## config.mk

```make
export PLATFORM = sky130hd
export DESIGN_NAME = wr_dec_seq
export DESIGN_NICKNAME = d
export VERILOG_FILES = /design/src/rtl/wr_dec_seq.sv
export SDC_FILE = /design/constraint.sdc
export NUM_CORES = 1
export LEC_CHECK = 0
export BUFFER_PORTS_ARGS = -buffer_cell sky130_fd_sc_hd__buf_2
export CAP_MARGIN = 5
export CORE_UTILIZATION = 56
export DETAILED_ROUTE_END_ITERATION = 8
export GPL_TIMING_DRIVEN = 0
export PLACE_DENSITY = 0.9
export SYNTH_ARGS = -nofsm -noshare
export SYNTH_HDL_FRONTEND = slang
export SYNTH_SLANG_ARGS = --single-unit
```

## constraint.sdc

```tcl
create_clock -name Clock -period 9.15 [get_ports Clock]
set_input_delay 1.3725 -clock Clock [delete_from_list [all_inputs] [get_ports Clock]]
set_output_delay 1.3725 -clock Clock [all_outputs]
set_load 0.01 [all_outputs]
```

## src/rtl/wr_dec_seq.sv

```systemverilog
// wr_dec_seq: buffered write-enable decoder for the register-file write-back path.
// Requests (select + per-source address lanes) are captured through a
// valid/ready handshake into a small FIFO, then drained one per cycle into a
// registered one-hot write-enable vector. Broadcast writes are emitted either
// as a single all-ones cycle or as a per-register sweep from the top bit down.
module wr_dec_seq #(
  parameter int NUM_DEST    = 20,
  parameter int ADDR_W      = 5,
  parameter int NUM_SRC     = 4,
  parameter int SEL_W       = 2,
  parameter int DEPTH       = 4,
  parameter int GAP_LO      = 19,
  parameter int GAP_HI      = 20,
  parameter int BCAST_ADDR  = 31,
  parameter int SWEEP_BCAST = 0
) (
  input  logic                        Clock,
  input  logic                        Reset_n,
  input  logic                        req_valid,
  output logic                        req_ready,
  input  logic [SEL_W-1:0]            req_sel,
  input  logic [NUM_SRC*ADDR_W-1:0]   src_addr,
  output logic [NUM_DEST-1:0]         wr_en,
  output logic                        wr_addr_err,
  output logic                        busy
);

  localparam int PTR_W = (DEPTH > 1) ? $clog2(DEPTH) : 1;
  localparam int CNT_W = $clog2(DEPTH + 1);
  localparam int SW_W  = (NUM_DEST > 1) ? $clog2(NUM_DEST) : 1;
  localparam logic [NUM_DEST-1:0] TOP_BIT = {1'b1, {(NUM_DEST-1){1'b0}}};

  typedef enum logic [0:0] {
    ST_IDLE  = 1'b0,
    ST_SWEEP = 1'b1
  } state_t;

  state_t                 state_q, state_d;
  logic [NUM_DEST-1:0]    wr_en_q, wr_en_d;
  logic                   err_q, err_d;
  logic                   busy_q, busy_d;
  logic                   ready_q, ready_d;
  logic [SW_W-1:0]        sweep_idx_q, sweep_idx_d;
  logic [PTR_W-1:0]       rd_ptr_q, rd_ptr_d;
  logic [PTR_W-1:0]       wr_ptr_q, wr_ptr_d;
  logic [CNT_W-1:0]       count_q, count_d;
  logic [ADDR_W-1:0]      mem_q [DEPTH];
  logic [ADDR_W-1:0]      mem_d [DEPTH];

  logic [ADDR_W-1:0]      lane_s;
  logic                   push_s;
  logic                   pop_s;
  logic [NUM_DEST:0]      dec_s;

  // Map an address to {unmapped flag, one-hot enable}. Addresses below the
  // hole map straight through; addresses above it are shifted down by the
  // hole size. Destination i drives bit NUM_DEST-i.
  function automatic logic [NUM_DEST:0] decode_addr(input logic [ADDR_W-1:0] a);
    int                  a_i;
    int                  idx;
    logic                ok;
    logic [NUM_DEST-1:0] oh;
    a_i = int'(a);
    if (GAP_LO > GAP_HI) begin
      idx = a_i;
    end else if ((a_i >= 32'sd1) && (a_i < GAP_LO)) begin
      idx = a_i;
    end else if (a_i > GAP_HI) begin
      idx = a_i - (GAP_HI - GAP_LO + 32'sd1);
    end else begin
      idx = 32'sd0;
    end
    ok = (idx >= 32'sd1) && (idx <= NUM_DEST);
    for (int b = 0; b < NUM_DEST; b++) begin
      oh[b] = ok && (b == (NUM_DEST - idx));
    end
    return {~ok, oh};
  endfunction

  // Pick the address lane named by the select code.
  always_comb begin
    lane_s = '0;
    for (int k = 0; k < NUM_SRC; k++) begin
      lane_s = (req_sel == SEL_W'(k)) ? src_addr[k*ADDR_W +: ADDR_W] : lane_s;
    end
  end

  // Handshake: readiness is a registered view of FIFO space, forced low in reset.
  assign req_ready = Reset_n & ready_q;

  // Next-state: FSM (IDLE pops/decodes, SWEEP walks the one-hot) plus FIFO bookkeeping.
  always_comb begin
    state_d     = state_q;
    wr_en_d     = '0;
    err_d       = 1'b0;
    sweep_idx_d = sweep_idx_q;
    rd_ptr_d    = rd_ptr_q;
    wr_ptr_d    = wr_ptr_q;
    count_d     = count_q;
    mem_d       = mem_q;
    pop_s       = 1'b0;
    dec_s       = decode_addr(mem_q[rd_ptr_q]);

    case (state_q)
      ST_IDLE: begin
        if (count_q != '0) begin
          pop_s = 1'b1;
          if (mem_q[rd_ptr_q] == ADDR_W'(BCAST_ADDR)) begin
            if (SWEEP_BCAST != 0) begin
              wr_en_d     = TOP_BIT;
              sweep_idx_d = SW_W'(NUM_DEST - 1);
              state_d     = ST_SWEEP;
            end else begin
              wr_en_d = '1;
            end
          end else begin
            wr_en_d = dec_s[NUM_DEST-1:0];
            err_d   = dec_s[NUM_DEST];
          end
        end else begin
          wr_en_d = '0;
        end
      end
      ST_SWEEP: begin
        // The step that lands on bit 0 hands control back to IDLE so the
        // next entry pops right after the bit-0 cycle.
        wr_en_d     = wr_en_q >> 1;
        sweep_idx_d = sweep_idx_q - SW_W'(1);
        if (sweep_idx_q <= SW_W'(1)) begin
          state_d = ST_IDLE;
        end else begin
          state_d = ST_SWEEP;
        end
      end
      default: begin
        state_d     = ST_IDLE;
        wr_en_d     = '0;
        sweep_idx_d = '0;
      end
    endcase

    // Select code 0 completes the handshake but never occupies a slot.
    push_s = req_valid && req_ready && (req_sel != '0);
    if (push_s) begin
      mem_d[wr_ptr_q] = lane_s;
      wr_ptr_d        = wr_ptr_q + PTR_W'(1);
    end else begin
      wr_ptr_d = wr_ptr_q;
    end
    if (pop_s) begin
      rd_ptr_d = rd_ptr_q + PTR_W'(1);
    end else begin
      rd_ptr_d = rd_ptr_q;
    end
    case ({push_s, pop_s})
      2'b10:   count_d = count_q + CNT_W'(1);
      2'b01:   count_d = count_q - CNT_W'(1);
      default: count_d = count_q;
    endcase

    ready_d = (count_d < CNT_W'(DEPTH));
    busy_d  = (count_d != '0) || (state_d == ST_SWEEP) || (wr_en_d != '0);
  end

  // State register with synchronous active-low reset; reset drops everything in flight.
  always_ff @(posedge Clock) begin
    if (!Reset_n) begin
      state_q     <= ST_IDLE;
      wr_en_q     <= '0;
      err_q       <= 1'b0;
      busy_q      <= 1'b0;
      ready_q     <= 1'b1;
      sweep_idx_q <= '0;
      rd_ptr_q    <= '0;
      wr_ptr_q    <= '0;
      count_q     <= '0;
      mem_q       <= '{default: '0};
    end else begin
      state_q     <= state_d;
      wr_en_q     <= wr_en_d;
      err_q       <= err_d;
      busy_q      <= busy_d;
      ready_q     <= ready_d;
      sweep_idx_q <= sweep_idx_d;
      rd_ptr_q    <= rd_ptr_d;
      wr_ptr_q    <= wr_ptr_d;
      count_q     <= count_d;
      mem_q       <= mem_d;
    end
  end

  assign wr_en       = wr_en_q;
  assign wr_addr_err = err_q;
  assign busy        = busy_q;

endmodule

```

==> results.ini, run 1 <==
[power]
total_power_uw = 666
peakVddDrop_uv = 192
p_per_area_nw_per_um2 = 166
leakage_nw = 1.54

[setup_path]
worst_setup_path_end_kind = flop
r2r_end = busy
startpoint_type = flop
crit_type = flop to flop
cp_cell_sequence = buf_6 -> mux4_2 -> clkbuf_1 -> inv_1 -> ha_1 -> inv_1 -> a211oi_1 -> nand2_1 -> a21o_1 -> o21ai_0 -> a21boi_0 -> ha_1 -> or4_1 -> nor3_1 -> o211ai_1 -> nor3b_1 -> nor2b_1 -> clkbuf_1 -> inv_1 -> o311a_1 -> a41oi_2
crit_family = compound AO/OA/AOI/OAI gates
critPathArrivalTime_ns = 6.48
critical-path-max-stage-delay_ns = 0.54
cp_data_required_time_ns = 9.40
cp_max_fo = 10
crit_buf_inv = 6
r2r_slack_ns = 2.92
slowest_stage = or4_1
reg2reg_from = rd_ptr_q[0]
cpMostUsedCell = inv_1
r2r.worst_path.cells = 21

[synth]
synth-edff-count = 0
synth_area_um2 = 3560
syn_area_per_cell_um2 = 8.18
synth_commonest_cells = 60 x nand2_1, 56 x dfxtp_1, 37 x a21oi_1
syn_inst = 435
synth_ff_type = dfxtp_1
synth.area.top_cells = dfxtp_1 32%, ha_1 6.7%, mux4_2 6.3%
synth_top_area_cell = dfxtp_1
ys_ff_latch = 56
async_flop_share_pct = 0
yosysUniqueCellTypes = 64
yosysMostFrequentCell = nand2_1
yosysWarnings = 0
synth_top_area_share_pct = 31.5
ys_seq_area_share_pct = 31.5

[sta]
skew_ns = 0.0132
slew_headroom_pct = 30.1
max_freq_ghz = 0.161
setup_tns_ns = 0
min_period_over_period_pct = 68.1
setup_violations = 0
hold_viol_final = 0
grt_setup_unrepaired = false
finalMaxSlewViolations = 0
min_period_ns = 6.23
fin_ws_ns = 2.92
worstMarginPinSlew_ns = 1.04

[floorplan]
ios = 48
dieArea_um2 = 6670
coreArea_um2 = 6030
chipWidth_um = 81.7
die_height_um = 81.7
rows = 28
initial_utilization_pct = 59.0

[hold_path]
hold_path_end = mem_q[17]
hold_depth = 2
hp-class = flop to flop
min-delay-start = mem_q[17]

[finish]
syn2layout_area_growth_pct = 12.5
diodes = 0
layout-drive-gt1-share_pct = 15.7
post-route-util_pct = 66.4
nNetsFinal = 541
fill_cells = 487

[clocking]
cts_tree = done
postCtsSetupBuffers = 0
clock_sinks = 56
cts_resized = 0
cts.root.buffer_cell = clkbuf_8
postCtsHoldBufs = 0
clkTransAtPathRegs_ns = 0.10
clock_path_buffers = 2
worstSkewPairLatency_ns = 0.32
htree_levels = 2
cts_inserted_buffers = 5

[global_route]
grt_max_degree = 17
antenna_found_initial = 0
grt_pass1_vias = 3285
grt_first_pass_wirelength_um = 15500
gr-total-overflow = 0
track_usage_pct = 30.2

[drt]
routed_wirelength_um = 9610
vias = 3614
viasPerCell = 6.33
wl_per_cell_um = 16.8
ant_nets = 0
drt-initial-drc-count = 406
drtPass1Iterations = 6
drc_errors = 0

[placed_design]
io_buffers = 46
place.gp.congestion = 0.908
dp_hpwl_um = 7080
place_ws_ns = 3.17

[outcome]
outcome = finished, final reports clean

[run]
maxCapViolCount = 0

power by group:
group          total (mW)  internal, mW  switching, mW
combinational       0.255         0.107          0.148
clock               0.140        0.0606         0.0798
sequential          0.271         0.261        0.00974
total               0.666         0.428          0.238
worst max path at each step:
stage / startpoint / to / slack [ns] / depth (start not counted)
2_1_floorplan: rd_ptr_q[0] / busy / 4.21 / 21
3_3_place_gp: rd_ptr_q[0] / busy / 3.41 / 20
3_5_place_dp: rd_ptr_q[0] / busy / 3.17 / 20
4_1_cts: rd_ptr_q[0] / busy / 3.10 / 20
5_1_grt: rd_ptr_q[0] / busy / 2.59 / 21
6_report: rd_ptr_q[0] / busy / 2.92 / 21
worst register-to-register path: stages (launching register included):
cell and delay, ns:
dfxtp_1 0.37, buf_6 0.13, mux4_2 0.50, clkbuf_1 0.23, inv_1 0.19, ha_1 0.30, inv_1 0.13, a211oi_1 0.38
nand2_1 0.26, a21o_1 0.29, o21ai_0 0.30, a21boi_0 0.27, ha_1 0.24, or4_1 0.54, nor3_1 0.35, o211ai_1 0.21
nor3b_1 0.41, nor2b_1 0.18, clkbuf_1 0.28, inv_1 0.08, o311a_1 0.37, a41oi_2 0.16
through the flow:
step                      instance area, um2  instances  hold WS, ns
final                                   4000        571        0.467
after global routing                    4000        571        0.488
after global placement                  3910        564        0.440
after detailed placement                3910        564        0.449
after CTS                               4000        571        0.466
after floorplan                         3590        443        0.433
metal layers:
metal | vias to the layer above | GRT usage, % | part of all wire (%)
li1 | 1694 | - | -
met1 | 1680 | 39.2 | 42
met2 | 209 | 52.3 | 48
met3 | 31 | 3.11 | 8.0
met4 | 0 | 9.65 | 2.1
met5 | - | 0 | 0
cell usage in the layout (no fill, tap or decap), types with 4 or more instances in the layout:
cell      count
xnor2_1       7
nand2_1      60
nand3_1      34
a21oi_1      37
conb_1        9
a21boi_0      8
nand2b_1      5
a211oi_1      6
o21ai_0       9
nor3_1       12
dfxtp_1      56
buf_2        47
inv_1        16
and3_1        4
xor2_1        4
clkbuf_1     21
clkbuf_8      6
a31oi_1      12
nor4_1        5
mux2i_1       8
nor2_1       28
and2_1        6
a221oi_1      4
ha_1         19
mux4_2       10
flip-flops by register name, summed over array words and instances, names as in the netlist:
name,flops
ready_q,1
state_q,1
sweep_idx_q,5
wr_addr_err,1
count_q,3
mem_q,20
busy,1
rd_ptr_q,2
wr_ptr_q,2
wr_en,20
area by class of cell:
cell class	count	area, um2	area share [%]
sequential	56	1120	28.0
tap	75	93.8	2.34
buffer	25	111	2.78
clock inverter	1	8.76	0.219
timing repair buffer	46	230	5.75
inverter	17	63.8	1.59
multi-input combinational	345	2290	57.2
clock buffer	6	82.6	2.06
logic make-up (layout without fill, tap and decap cells):
family	after synthesis	after routing	synth area share, %
AO/OA/AOI/OAI	109	109	20.4
AND/OR/NAND/NOR	175	175	23.6
adder cells (fa/ha/maj)	20	20	7.25
other	1	9	0.105
XOR/XNOR	11	11	2.71
buffers and inverters	42	95	4.92
multiplexers	21	21	9.53
flip-flops	56	56	31.5
Note: power is estimated with default switching activity, not from simulation.
==> inputs of run 2 (changes only) <==
--- a/config.mk
+++ b/config.mk
@@ -5,6 +5,7 @@
 export SDC_FILE = /design/constraint.sdc
 export NUM_CORES = 1
 export LEC_CHECK = 0
+export ABC_AREA = 1
 export BUFFER_PORTS_ARGS = -buffer_cell sky130_fd_sc_hd__buf_2
 export CAP_MARGIN = 5
 export CORE_UTILIZATION = 56
==> constraint.sdc (replaced) <==
create_clock -name Clock -period 6.1 [get_ports Clock]
set_input_delay 0.915 -clock Clock [delete_from_list [all_inputs] [get_ports Clock]]
set_output_delay 0.915 -clock Clock [all_outputs]
set_load 0.01 [all_outputs]
==> results.ini, run 2 <==
[outcome]
outcome = finished, final reports clean  ; unchanged

[sta]
min_period_ns = 4.10  ; was 6.23 ns
setup_tns_ns = 0  ; unchanged
skew_ns = 0.00751  ; was 0.0132 ns
max_freq_ghz = 0.244  ; was 0.161 GHz
grt_setup_unrepaired = false  ; unchanged
slew_headroom_pct = 61.9  ; was 30.1%
setup_violations = 0  ; unchanged
worstMarginPinSlew_ns = 0.570  ; was 1.04 ns
finalMaxSlewViolations = 0  ; unchanged
hold_viol_final = 0  ; unchanged
min_period_over_period_pct = 67.3  ; was 68.1%

[finish]
most-common-layout-cells = 135 x nand2_1, 56 x dfxtp_1, 50 x buf_2  ; was 60 x nand2_1, 56 x dfxtp_1, 47 x buf_2
syn2layout_area_growth_pct = 12.6  ; was 12.5%
diodes = 0  ; unchanged
layoutNonFillerInstCount = 660  ; was 571
layout-drive-gt1-share_pct = 19.0  ; was 15.7%
final_common_cell = nand2_1  ; unchanged
nNetsFinal = 629  ; was 541

[placed_design]
io_buffers = 47  ; was 46
dp.cells = 652  ; was 564
dp_hpwl_um = 6210  ; was 7080 um
place.gp.congestion = 0.861  ; was 0.908

[floorplan]
chipWidth_um = 81.8  ; was 81.7 um
die_height_um = 81.8  ; was 81.7 um
rows = 28  ; unchanged
ios = 48  ; unchanged
coreArea_um2 = 6030  ; unchanged
dieArea_um2 = 6690  ; was 6670 um2
initial_utilization_pct = 59.2  ; was 59.0%

[hold_path]
min-delay-start = wr_en[10]  ; was mem_q[17]
hp-class = flop to flop  ; unchanged
hold_path_end = wr_en[9]  ; was mem_q[17]
hold_depth = 2  ; unchanged

[drt]
vias = 3564  ; was 3614
drtPass1Iterations = 5  ; was 6
ant_nets = 0  ; unchanged
drc_errors = 0  ; unchanged
viasPerCell = 5.40  ; was 6.33
wl_per_cell_um = 11.9  ; was 16.8 um
routed_wirelength_um = 7860  ; was 9610 um
drt-initial-drc-count = 245  ; was 406

[clocking]
cts_tree = done  ; unchanged
cts_inserted_buffers = 5  ; unchanged
worstSkewPairLatency_ns = 0.31  ; was 0.32 ns
clkTransAtPathRegs_ns = 0.10  ; about the same
cts_resized = 0  ; unchanged
clock_sinks = 56  ; unchanged
cts.root.buffer_cell = clkbuf_8  ; unchanged
postCtsSetupBuffers = 0  ; unchanged
htree_levels = 2  ; unchanged
postCtsHoldBufs = 0  ; unchanged
clock_path_buffers = 2  ; unchanged

[power]
switchingPower_uw = 685  ; was 238 uW
p_per_area_nw_per_um2 = 353  ; was 166 nW/um2
pwr-share-clk_pct = 14.8  ; was 21.1%
combPwrFrac_pct = 56.4  ; was 38.3%
internal_power_uw = 734  ; was 428 uW
leakage_nw = 2.12  ; was 1.54 nW
peakVddDrop_uv = 201  ; was 192 uV
p_seq_share_pct = 28.8  ; was 40.7%
sw_frac_of_total_pct = 48.3  ; was 35.7%

[synth]
synth_top_area_share_pct = 31.4  ; was 31.5%
ys_ff_latch = 56  ; unchanged
yosysUniqueCellTypes = 42  ; was 64
synth_commonest_cells = 135 x nand2_1, 56 x dfxtp_1, 48 x inv_1  ; was 60 x nand2_1, 56 x dfxtp_1, 37 x a21oi_1
synth.area.top_cells = dfxtp_1 31%, nand2_1 14%, ha_1 6.7%  ; was dfxtp_1 32%, ha_1 6.7%, mux4_2 6.3%
synth_area_um2 = 3560  ; about the same
yosysMostFrequentCell = nand2_1  ; unchanged
syn_area_per_cell_um2 = 6.83  ; was 8.18 um2
yosysWarnings = 0  ; unchanged
ys_seq_area_share_pct = 31.4  ; was 31.5%
async_flop_share_pct = 0  ; unchanged
syn_inst = 522  ; was 435
synth_ff_type = dfxtp_1  ; unchanged
synth_top_area_cell = dfxtp_1  ; unchanged
synth-edff-count = 0  ; unchanged

[global_route]
grt_pass1_vias = 3233  ; was 3285
grt_first_pass_wirelength_um = 13100  ; was 15500 um
antenna_found_initial = 0  ; unchanged
grt_max_degree = 19  ; was 17
track_usage_pct = 24.8  ; was 30.2%
gr-total-overflow = 0  ; unchanged

[setup_path]
critical-path-max-stage-delay_ns = 0.41  ; was 0.54 ns
startpoint_type = flop  ; unchanged
cpMostUsedCell = nand2_1  ; was inv_1
r2r_end = busy  ; unchanged
worst_setup_path_end_kind = flop  ; unchanged
r2r_slack_ns = 2.00  ; was 2.92 ns
cp_data_required_time_ns = 6.37  ; was 9.40 ns
reg2reg_from = rd_ptr_q[0]  ; unchanged
critPathArrivalTime_ns = 4.37  ; was 6.48 ns
cp_max_fo = 10  ; unchanged
crit_type = flop to flop  ; unchanged
slowest_stage = dfxtp_1  ; was or4_1
r2r.worst_path.cells = 36  ; was 21

[run]
maxCapViolCount = 0  ; unchanged

[run 2: cell count changes in the layout (fill, tap and decap cells not counted), moves of 12 or more]
cell / before / now
nor2_1: 28 / 44
inv_1: 16 / 48
nand3_1: 34 / 46
nand2_1: 60 / 135
o21ai_0: 9 / 30
nand2_2: 0 / 13
clkbuf_1: 21 / 8
[run 2: worst max path at each step]
stage                     slack, ns  cells past startpoint    to        start
after floorplan                2.52                     36  busy  rd_ptr_q[0]
after global placement         2.18                     36  busy  rd_ptr_q[0]
after detailed placement       2.01                     36  busy  rd_ptr_q[0]
after CTS                      1.99                     36  busy  rd_ptr_q[0]
after global routing           1.46                     36  busy  rd_ptr_q[0]
final                          2.00                     36  busy  rd_ptr_q[0]
[run 2: critical path, delay by kind of cell (launching register included)]
kind / cells / cell delay [ns]
simple gates: 25 / 2.35
buf+inv: 9 / 0.82
fa+ha+maj: 2 / 0.46
flops: 1 / 0.41
[run 2: final cells by class]
type	instances	area (um2)
buffer	18	106
sequential	56	1120
inverter	54	205
fill	515	2010
clock inverter	3	22.5
clock buffer	5	68.8
multi-input combinational	402	2160
tap	75	93.8
timing repair buffer	47	235
[run 2: cells by family (layout without fill, tap and decap cells)]
logic type               after synthesis  in the layout  share of synthesized area [%]
AO/OA/AOI/OAI                         91             91                           14.1
XOR/XNOR                               4              4                          0.983
adder cells (fa/ha/maj)               20             20                           7.23
buffers and inverters                 72            127                           8.74
flip-flops                            56             56                           31.4
other                                  1              9                          0.105
AND/OR/NAND/NOR                      278            278                           37.4
[run 2: power by group through the flow]
| stage | clock [mW] | sequential, mW | combinational, mW |
|---|---|---|---|
| final | 0.210 | 0.409 | 0.800 |
| after global routing | 0.229 | 0.412 | 0.894 |
| after global placement | 0 | 0.415 | 0.757 |
| after detailed placement | 0 | 0.417 | 0.787 |
| after floorplan | 0 | 0.416 | 0.644 |
| after CTS | 0.214 | 0.408 | 0.790 |
[run 2: per-layer routing]
layer | track usage (%) | vias up | wire length (um)
met5 | 0 | - | 0
met4 | 7.89 | 0 | 104
met3 | 3.89 | 13 | 345
met2 | 43.9 | 105 | 3880
met1 | 30.6 | 1631 | 3530
li1 | - | 1815 | -
[run 2: metrics by stage]
step / power, mW / hold slack (ns) / area, um2 / setup WS, ns / util, %
after floorplan: 1.06 / 0.485 / 3590 / 2.52 / -
after global placement: 1.17 / 0.473 / 3920 / 2.18 / 65.1
after detailed placement: 1.20 / 0.481 / 3920 / 2.01 / 65.1
after CTS: 1.41 / 0.496 / 4020 / 1.99 / 66.6
after global routing: 1.53 / 0.512 / 4020 / 1.46 / 66.6
final: 1.42 / 0.494 / 4020 / 2.00 / 66.6
==> inputs of run 3 (changes only) <==
==> constraint.sdc (replaced) <==
create_clock -name Clock -period 3.9 [get_ports Clock]
set_input_delay 0.585 -clock Clock [delete_from_list [all_inputs] [get_ports Clock]]
set_output_delay 0.585 -clock Clock [all_outputs]
set_load 0.01 [all_outputs]
==> results.ini, run 3 (same netlist as run 2, synthesis figures left out) <==
[power]
pwr-share-clk_pct = 12.5  ; was 14.8%
internal_power_mw = 1.31  ; was 734 uW
combPwrFrac_pct = 63.4  ; was 56.4%
peakVddDrop_uv = 329  ; was 201 uV
leakage_nw = 2.27  ; was 2.12 nW
switchingPower_mw = 1.35  ; was 685 uW
total_power_mw = 2.66  ; was 1.42 mW
sw_frac_of_total_pct = 50.6  ; was 48.3%
p_per_area_nw_per_um2 = 594  ; was 353 nW/um2
p_seq_share_pct = 24.1  ; was 28.8%

[sta]
hold_ws_ns = 0.495  ; was 0.494 ns
min_period_ns = 4.01  ; was 4.10 ns
max_freq_ghz = 0.249  ; was 0.244 GHz
setup_violations = 1  ; was 0
skew_ns = 0.00969  ; was 0.00751 ns
slew_headroom_pct = 45.3  ; was 61.9%
finalMaxSlewViolations = 0  ; unchanged
min_period_over_period_pct = 103  ; was 67.3%
grt_setup_unrepaired = true  ; was false
hold_viol_final = 0  ; unchanged
fin_ws_ns = -0.112  ; was 2.00 ns
worstMarginPinSlew_ns = 0.814  ; was 0.570 ns

[outcome]
outcome = complete, but fails checks  ; was finished, final reports clean
failed_checks = negative setup slack

[clocking]
htree_levels = 2  ; unchanged
clkTransAtPathRegs_ns = 0.11  ; was 0.10 ns
cts_tree = done  ; unchanged
cts_inserted_buffers = 5  ; unchanged
clock_path_buffers = 2  ; unchanged
worstSkewPairLatency_ns = 0.32  ; was 0.31 ns
clock_sinks = 56  ; unchanged
postCtsHoldBufs = 0  ; unchanged
cts.root.buffer_cell = clkbuf_8  ; unchanged

[drt]
drtPass1Iterations = 6  ; was 5
ant_nets = 0  ; unchanged
drt-initial-drc-count = 324  ; was 245
wl_per_cell_um = 14.0  ; was 11.9 um
viasPerCell = 5.66  ; was 5.40
routed_wirelength_um = 9560  ; was 7860 um
drc_errors = 0  ; unchanged
vias = 3878  ; was 3564

[finish]
multiInputGateArea_um2 = 2420  ; was 2160 um2
most-common-layout-cells = 116 x nand2_1, 55 x dfxtp_1, 52 x buf_2  ; was 135 x nand2_1, 56 x dfxtp_1, 50 x buf_2
fill_cells = 437  ; was 515
syn2layout_area_growth_pct = 25.7  ; was 12.6%
layout-drive-gt1-share_pct = 29.8  ; was 19.0%
diodes = 0  ; unchanged
post-route-cell-area_um2 = 4480  ; was 4020 um2
seq_area_um2 = 1120  ; about the same
nNetsFinal = 654  ; was 629
final_common_cell = nand2_1  ; unchanged

[global_route]
grt_first_pass_wirelength_um = 13300  ; was 13100 um
antenna_found_initial = 0  ; unchanged
grt_pass1_vias = 3279  ; was 3233
track_usage_pct = 25.1  ; was 24.8%
gr-total-overflow = 0  ; unchanged
grtUsageMet2_pct = 44.7  ; was 43.9%
use_met1_pct = 30.6  ; unchanged
met3_usage_pct = 4.11  ; was 3.89%
grt_max_degree = 19  ; unchanged
grt-busiest-layer = met2  ; unchanged

[setup_path]
critPathArrivalTime_ns = 4.28  ; was 4.37 ns
cp_max_fo = 7  ; was 10
slowest_stage = dfxtp_2  ; was dfxtp_1
cp_data_required_time_ns = 4.17  ; was 6.37 ns
startpoint_type = flop  ; unchanged
crit_type = flop to flop  ; unchanged
critical-path-max-stage-delay_ns = 0.37  ; was 0.41 ns
worst_setup_path_end_kind = flop  ; unchanged
cpMostUsedCell = nand2_1  ; unchanged

[floorplan]
ios = 48  ; unchanged
rows = 28  ; unchanged
chipWidth_um = 81.8  ; unchanged
initial_utilization_pct = 59.2  ; unchanged
die_height_um = 81.8  ; unchanged
dieArea_um2 = 6690  ; unchanged
coreArea_um2 = 6030  ; unchanged

[placed_design]
io_buffers = 47  ; unchanged
place_ws_ns = -0.195  ; was 2.01 ns
place.gp.congestion = 0.861  ; unchanged
place_area_um2 = 3920  ; unchanged
dp_hpwl_um = 6210  ; unchanged

[run]
maxCapViolCount = 0  ; unchanged

[hold_path]
hp-class = flop to flop  ; unchanged

-- run 3: what timing repair did --
action | CTS | global route
pin swaps | 5 | 31
cloned | 0 | 3
endpoints found under the setup margin | 1 | 20
hold endpoints to repair | 0 | 0
buffers inserted | 4 | 19
gates resized for setup | 3 | 67
-- run 3: worst paths after layout --
| check | end | cells past startpoint | from | slack, ns |
|---|---|---|---|---|
| worst max-delay path | busy | 34 | rd_ptr_q[0] | -0.11 |
| worst min-delay path | wr_en[6] | 2 | wr_en[7] | 0.50 |
| worst max register to register | busy | 34 | rd_ptr_q[0] | -0.11 |
| worst min register to register | wr_en[6] | 2 | wr_en[7] | 0.50 |
-- run 3: metal layers --
metal  vias to the layer above  part of all wire (%)
met3                        36                   5.7
met1                      1787                    41
met2                       182                    51
li1                       1873                     -
met5                         -                     0
met4                         0                   2.9
-- run 3: critical path: cells and delay by family, from the launching register on --
kind / cells / cell delay [ns]
adder cells (fa/ha/maj): 1 / 0.20
buffers and inverters: 9 / 0.76
flip-flops: 1 / 0.37
AND/OR/NAND/NOR: 24 / 2.62
-- run 3: layout make-up --
class | instances | area share, %
plain buffers | 18 | 2.37
clock inverters | 3 | 0.503
well taps | 75 | 2.09
flip-flops and latches | 56 | 25.1
clock buffers | 5 | 1.54
inverters | 54 | 4.80
repair buffers | 72 | 9.50
multi-input cells | 402 | 54.1
-- run 3: through the flow --
step                std cells  util [%]  setup TNS [ns]
floorplan                 530         -               0
global route              685      74.3          -0.846
global placement          652      65.1         -0.0235
CTS                       664      67.3               0
finish                    685      74.3          -0.112
detailed placement        652      65.1          -0.195
-- run 3: power by group through the flow --
stage / Clock [mW] / Combinational [mW] / Sequential (mW)
after floorplan: 0 / 1.01 / 0.650
after global placement: 0 / 1.18 / 0.649
after detailed placement: 0 / 1.23 / 0.652
after CTS: 0.335 / 1.26 / 0.639
after global routing: 0.358 / 1.80 / 0.645
final: 0.333 / 1.69 / 0.641
